<file path="config.mk">
export PLATFORM = sky130hd
export DESIGN_NAME = fifo_push_arbiter
export DESIGN_NICKNAME = d
export VERILOG_FILES = /design/src/rtl/fifo_push_arbiter.sv
export SDC_FILE = /design/constraint.sdc
export NUM_CORES = 1
export LEC_CHECK = 0
export ABC_CLOCK_PERIOD_IN_PS = 5500
export CORE_UTILIZATION = 32
export DETAILED_ROUTE_END_ITERATION = 10
export GPL_TIMING_DRIVEN = 0
export PLACE_DENSITY = 0.95
export SLEW_MARGIN = 10
export SYNTH_ARGS = -nofsm -noshare
export SYNTH_HDL_FRONTEND = slang
export SYNTH_SLANG_ARGS = --single-unit
export TNS_END_PERCENT = 20
</file>
<file path="constraint.sdc">
create_clock -name clk -period 5.5 [get_ports clk]
set_input_delay 0.825 -clock clk [delete_from_list [all_inputs] [get_ports clk]]
set_output_delay 0.825 -clock clk [all_outputs]
set_load 0.03 [all_outputs]
</file>
<file path="src/rtl/fifo_push_arbiter.sv">
// Round-robin write arbiter: grants one producer at a time a bounded burst into a shared fifo_flops write port.
// Optional per-requester accepted-word counters are enabled with `define FIFO_ARB_STATS_EN.
module fifo_push_arbiter #(
    parameter int DATA_W    = 32,
    parameter int N_REQ     = 4,
    parameter int MAX_BURST = 4
) (
    input  logic                      clk,
    input  logic                      rst,
    input  logic [N_REQ-1:0]          req,
    input  logic [N_REQ*DATA_W-1:0]   din,
    output logic [N_REQ-1:0]          ack,
    output logic [N_REQ-1:0]          grant,
    output logic                      busy,
    input  logic                      fifo_full,
    output logic                      fifo_push,
    output logic [DATA_W-1:0]         fifo_din
`ifdef FIFO_ARB_STATS_EN
    ,
    output logic [N_REQ*16-1:0]       push_count
`endif
);

    localparam int IDX_W = $clog2(N_REQ);
    localparam int CNT_W = $clog2(MAX_BURST + 1);
    localparam logic [CNT_W-1:0] LAST_BEAT = CNT_W'(MAX_BURST - 1);

    typedef enum logic [0:0] {
        IDLE  = 1'b0,
        BURST = 1'b1
    } state_t;

    state_t            state;
    logic [IDX_W-1:0]  owner;
    logic [IDX_W-1:0]  rr_ptr;
    logic [CNT_W-1:0]  burst_cnt;

    logic [IDX_W-1:0]  pick;
    logic              found;
    logic              owner_req;
    logic              burst_done;
    logic [IDX_W-1:0]  next_ptr;

    // Cyclic search starting at rr_ptr; the first hit wins.
    always_comb begin
        int unsigned      idx;
        logic [IDX_W-1:0] cand;
        pick  = '0;
        found = 1'b0;
        idx   = 0;
        cand  = '0;
        for (int unsigned k = 0; k < N_REQ; k++) begin
            idx = 32'(rr_ptr) + k;
            if (idx >= N_REQ) idx = idx - N_REQ;
            cand = IDX_W'(idx);
            if (!found && req[cand]) begin
                found = 1'b1;
                pick  = cand;
            end
        end
    end

    assign busy      = (state == BURST);
    assign owner_req = req[owner];
    assign fifo_push = busy & owner_req & ~fifo_full;
    assign fifo_din  = busy ? din[owner*DATA_W +: DATA_W] : '0;
    assign next_ptr  = (32'(owner) == N_REQ - 1) ? '0 : owner + 1'b1;
    assign burst_done = ~owner_req | (fifo_push & (burst_cnt == LAST_BEAT));

    always_comb begin
        ack        = '0;
        ack[owner] = fifo_push;
    end

    always_ff @(posedge clk or negedge rst) begin
        if (!rst) begin
            state     <= IDLE;
            owner     <= '0;
            rr_ptr    <= '0;
            burst_cnt <= '0;
            grant     <= '0;
        end else begin
            case (state)
                IDLE: begin
                    if (found) begin
                        owner     <= pick;
                        grant     <= N_REQ'(1) << pick;
                        burst_cnt <= '0;
                        state     <= BURST;
                    end
                end
                BURST: begin
                    if (fifo_push) burst_cnt <= burst_cnt + 1'b1;
                    if (burst_done) begin
                        rr_ptr <= next_ptr;
                        grant  <= '0;
                        state  <= IDLE;
                    end
                end
                default: begin
                    state <= IDLE;
                    grant <= '0;
                end
            endcase
        end
    end

`ifdef FIFO_ARB_STATS_EN
    always_ff @(posedge clk or negedge rst) begin
        if (!rst) begin
            push_count <= '0;
        end else begin
            for (int unsigned i = 0; i < N_REQ; i++) begin
                if (ack[i] && push_count[i*16 +: 16] != 16'hFFFF)
                    push_count[i*16 +: 16] <= push_count[i*16 +: 16] + 16'd1;
            end
        end
    end
`endif

endmodule
</file>
; After elaboration in Yosys (flattened, before gate mapping)
; Index checks and enable logic that the tools add are counted.
[classes]
addsub = 9
order_cmp = 10
n_eq_ne = 5
n_shift = 2
muxes = 35
bitwise_logic = 8
reduce_logical = 11
[op_table]
columns = cell, count
row1 = 128-bit by 8-bit indexed part select with 32-bit output, 1
row2 = 32-bit two-way mux, 1
row3 = 2-bit two-way mux, 9
row4 = 2-bit by 3-bit less-than comparator with 1-bit output (second input constant), 5
row5 = 1-bit two-way mux, 12
row6 = 1-bit binary-select mux with 2-bit select, 5
row7 = 3-bit greater-or-equal comparator (second input constant), 3
row8 = 4-bit two-way mux, 2
row9 = 4-bit case mux with 2 select lines, 1
row10 = 2-bit AND reduction, 4
row11 = 2-bit by 1-bit subtractor with 2-bit output (second input constant), 4
row12 = 2-bit by 2-bit adder with 3-bit output (second input constant), 2
row13 = 3-bit two-way mux, 2
row14 = 3-bit case mux with 2 select lines, 1
row15 = 4-bit AND, 1
row16 = 1-bit logical AND, 4
row17 = 2-bit inequality test (second input constant), 2
row18 = 1-bit by 2-bit left shift with 4-bit output (first input constant), 1
row19 = 2-bit by 1-bit adder with 3-bit output (second input constant), 1
row20 = 3-bit by 1-bit adder with 3-bit output (second input constant), 1
row21 = 1-bit AND, 3
row22 = 3-bit by 2-bit equality test with 1-bit output (second input constant), 1
row23 = 2-bit by 3-bit greater-or-equal comparator with 1-bit output (second input constant), 1
row24 = 1-bit logical NOT, 3
row25 = 8 further kinds, 10
[word_totals]
register_bits = 12
inputBits = 135
word_cells = 85

; Logic depth before layout (Yosys ltp)
[logic_depth]
depth_word = 17
depth_mapped = 6
ltp_nobuf = 6

; Least setup slack after synthesis
; No wires, ideal clock.
[synth_timing]
path_kind = input-to-output
from = in req[1]
to = out ack[0]
arrival_ns = 1.977
path_slack_ns = 2.698
stages = 3
n_path_buf = 0
cell_sequence = mux4_2 > nor3b_4 > and2_1
[synth_via]
elab_chain_cells = 5
[synth_rtl]
columns = item, line_no
row1 = from (decl), 10  ; input logic [N_REQ-1:0] req,
row2 = 1-bit binary-select mux with 2-bit select, 64  ; assign owner_req = req[owner];
row3 = 1-bit two-way mux (implied by the code), 64
row4 = 1-bit AND (2 in a row), 65  ; assign fifo_push = busy & owner_req & ~fifo_full;
row5 = net fifo_push, 16  ; output logic fifo_push,
row6 = 4-bit AND (no line), -
row7 = to (decl), 12  ; output logic [N_REQ-1:0] ack,
; The timed path passes the listed nets, and every way through them passes these cells. The select of a mux whose other input is x is not followed.

; Worst setup path in the final report
[layout_timing]
from = in req[1]
to = out ack[3]
[layout_via]
elab_chain_cells = 5
[layout_rtl]
columns = item, line_no
row1 = 1-bit binary-select mux with 2-bit select, 64
row2 = 1-bit two-way mux (implied by the code), 64
row3 = 1-bit AND (2 in a row), 65
row4 = 4-bit AND (no line), -
; No other way between the ends. The select of a mux whose other input is x is not followed.

==> metrics.md <==
| Metric | Value |
|---|---|
| Status | `finished, final reports clean` |
| CTS root buf | `clkbuf_8` |
| Post-Syn Nets | `between 200 and 300` |
| Fill count | `388` |
| Number of library cell types mapped by synthesis | `31` |
| Drt first pass iters | `4` |
| Hold Crit Class | `register to register` |
| # setup viols final | `0` |
| Final wirelength | `approximately 7200 µm` |
| GR Layer Usage met3 | `0.0616` |
| Core area | `5110 µm²` |
| Cells after Synth | `143` |
| DIE WIDTH | `74.8 µm` |
| CP max stage delay | `between 0.6 and 0.7 ns` |
| Initial antenna violation count | `0` |
| CP most frequent cell | `clkdlybuf4s50_1` |
| Crit path cell chain | `clkdlybuf4s50_1 -> mux4_2 -> nor3b_4 -> and2_1 -> clkdlybuf4s50_1` |
| Reg-to-reg slack, setup | `3.58 ns` |
| Fin crit share | `0.689` |
| Residual DRC | `0` |
| Post-synth top area cell | `mux4_2` |
| Fraction of layout cells with a size suffix above 1 | `0.149` |
| XOR/XNOR Fraction of Synth Area | `0` |
| I/O pins | `177` |
| Area share of the largest cell type after synthesis | `0.424` |
| CTS sink cnt | `12` |
| Max Fclk | `0.264 GHz` |
| Clk buf depth | `2` |
| CP Capture Type | `primary output` |
| Met2 Usage GRT | `0.451` |
| Nets | `465` |
| Largest net degree at the start of global routing | `13` |
| Power Density | `457 nW/µm²` |
| CP bufs+invs | `2` |
| Type of origin of the critical path | `primary input` |
| RSZ-0062 raised after global routing | `no` |
| Worst path required time | `roughly 4.7 ns` |
| Global route hottest layer | `met2` |
| Leak Pwr | `~0.0014 µW` |
| Worst-path clk slew | `approximately 0.05 ns` |
| Vias after detailed routing | `1,949` |
| Compound-gate portion of the synthesized area | `0.0715` |
| DR WL/cell | `approximately 18 µm` |
| #FFs+latches synth | `12` |
| Clock Skew | `0.00751 ns` |
| PortBufs | `176` |
| # diodes | `0` |
| Slew margin rel. | `0.612` |
| Post-CTS setup buffer count | `0` |
| Total track usage | `0.237` |
| Tightest Pin Transition | `a little under 0.6 ns` |
| Die Span Y | `74.8 µm` |
| GRT overflow | `0` |
| M1 GR Usage | `0.256` |
| Largest family of logic cells by synthesized area | `multiplexers` |
| Vias in the first global route | `approximately 1,900` |
| Final setup TNS | `0 ns` |
| Post-Syn Area per Cell | `11.9 µm²` |
| Sequential area share after synthesis | `0.177` |
| Hold slack | `0.506 ns` |
| Later-pin clock latency in the skew report | `0.25 ns` |
| Register Area | `approximately 300 µm²` |
| Antenna Nets Post-Route | `0` |
| Final Hold Violating Endpoints | `0` |
| Post-Synth Adder-Cell Area | `0.0442` |
| First-pass GRT wire length | `9760 µm` |
| Synthesized area | `~1700 µm²` |
| Hpwl dp | `6210 µm` |
| Top delay family on crit path | `buffers and inverters` |
| Tmin final | `3.79 ns` |
| Data arrival, critical path | `2.96 ns` |
| Fin. max-slew vios | `0` |
| TritonCTS clock tree | `yes` |
| CTS buffer count | `3` |
| Hold-fix buffers, CTS | `0` |
| Synth Area in Simple Gates | `0.192` |
| Placer Congestion | `between 0.8 and 0.9` |
| Crit-path max FO | `9` |
| Crit Path Class | `primary input to primary output` |
| H-tree Lvls | `1` |
| Vias per std cell | `4.96` |
| Mux share of post-synthesis cell area | `0.465` |
| DR iter-0 viols | `45` |
| Total die area | `5600 µm²` |
| Initial Util | `0.332` |
| Synth top area cells | `mux4_2, dfrtp_1, and2_1` |
| Syn-to-layout area delta | `112%` |
| Max rail drop VDD | `between 0.2 and 0.3 mV` |
| Synth warn | `0` |
| Multi-input gate area | `about 1300 µm²` |
| Worst path slowest cell | `clkdlybuf4s50_1` |
| CTS resizes | `0` |
| FP Rows | `26` |
| Max Cap Viol | `0` |
[cell usage after synthesis, drive strengths merged]
cell	instances
or2	1
nor4	1
mux2i	2
nor2b	1
nor2	4
mux4	33
o2bb2ai	2
a211o	1
a22o	2
a311oi	1
buf	8
a21oi	4
nand2b	3
clkbuf	4
nand2	6
inv	6
a211oi	1
ha	6
o21ai	3
dfrtp	12
mux2	2
a21o	2
nor3	1
and2	36
nor3b	1
[path summary, 6_finish.rpt]
check | to | cells past startpoint | start
hold / removal | burst_cnt[0] | 1 | burst_cnt[0]
hold reg to reg | burst_cnt[0] | 1 | burst_cnt[0]
min in group asynchronous | grant[0] | 1 | rst
max in group asynchronous | burst_cnt[2] | 1 | rst
setup reg to reg | rr_ptr[1] | 5 | owner[1]
setup / recovery | ack[3] | 5 | req[1]
[cells in the final DEF, fill, tap and decap left out]
cell type and count:
clkdlybuf4s50_1 176, and2_1 36, a22o_1 2, buf_4 1, a21oi_1 3, mux4_2 32, mux2i_1 2, o21ai_0 3
a211oi_1 1, nor2_2 1, a311oi_1 1, o2bb2ai_1 2, nor3_1 1, buf_2 5, nor2_1 3, nand2_1 6
mux2_2 2, clkbuf_1 4, clkbuf_8 4, buf_6 1, a21o_1 2, nor4_1 1, inv_1 6, buf_1 1
nand2b_1 3, nor2b_1 1, dfrtp_1 12, a211o_1 1, a21oi_4 1, or2_0 1, nor3b_4 1, ha_1 6
mux4_1 1
[final cells by class]
| type | count | share of cell area |
|---|---|---|
| clock buffer | 4 | 0.0153 |
| buffer | 12 | 0.0174 |
| multi-input combinational | 113 | 0.364 |
| tap | 70 | 0.0243 |
| timing repair buffer | 176 | 0.489 |
| inverter | 6 | 0.00625 |
| sequential | 12 | 0.0834 |
[cell families after synthesis]
logic type | after synthesis
AOI/OAI and AO/OA | 16
adders and majority gates | 6
buffers and inverters | 18
DFF | 12
muxes | 37
and+or+nand+nor | 54
[registers in the layout, indices dropped and copies added, names as in the netlist]
name and flops:
grant 4, burst_cnt 3, owner 2, rr_ptr 2
busy 1
[layer usage]
layer,vias up,wire [µm]
met4,0,172
met5,-,0
met1,932,2490
met2,89,3980
li1,913,-
met3,15,570
[stage by stage]
stage               cell area, µm²  instances   util  setup slack, ns  power [µW]
floorplan                     1700        143      -             2.70        1040
global placement              3550        389  0.695             1.76        1530
detailed placement            3550        389  0.695             1.71        1560
CTS                           3600        393  0.705             1.71        1660
global route                  3600        393  0.705             1.62        1750
finish                        3600        393  0.705             1.71        1650
[worst register-to-register path: stages (launching register included)]
cell	delay, ns
dfrtp_1	0.37
buf_2	0.23
buf_1	0.47
inv_1	0.14
ha_1	0.31
mux2_2	0.27
[where the power goes]
group	switching (µW)	total [µW]	internal, µW
logic	694	1390	693
clock network	34.2	97.5	63.3
registers	35.9	162	127
total	764	1650	883
Note: power is estimated with default switching activity, not from simulation.
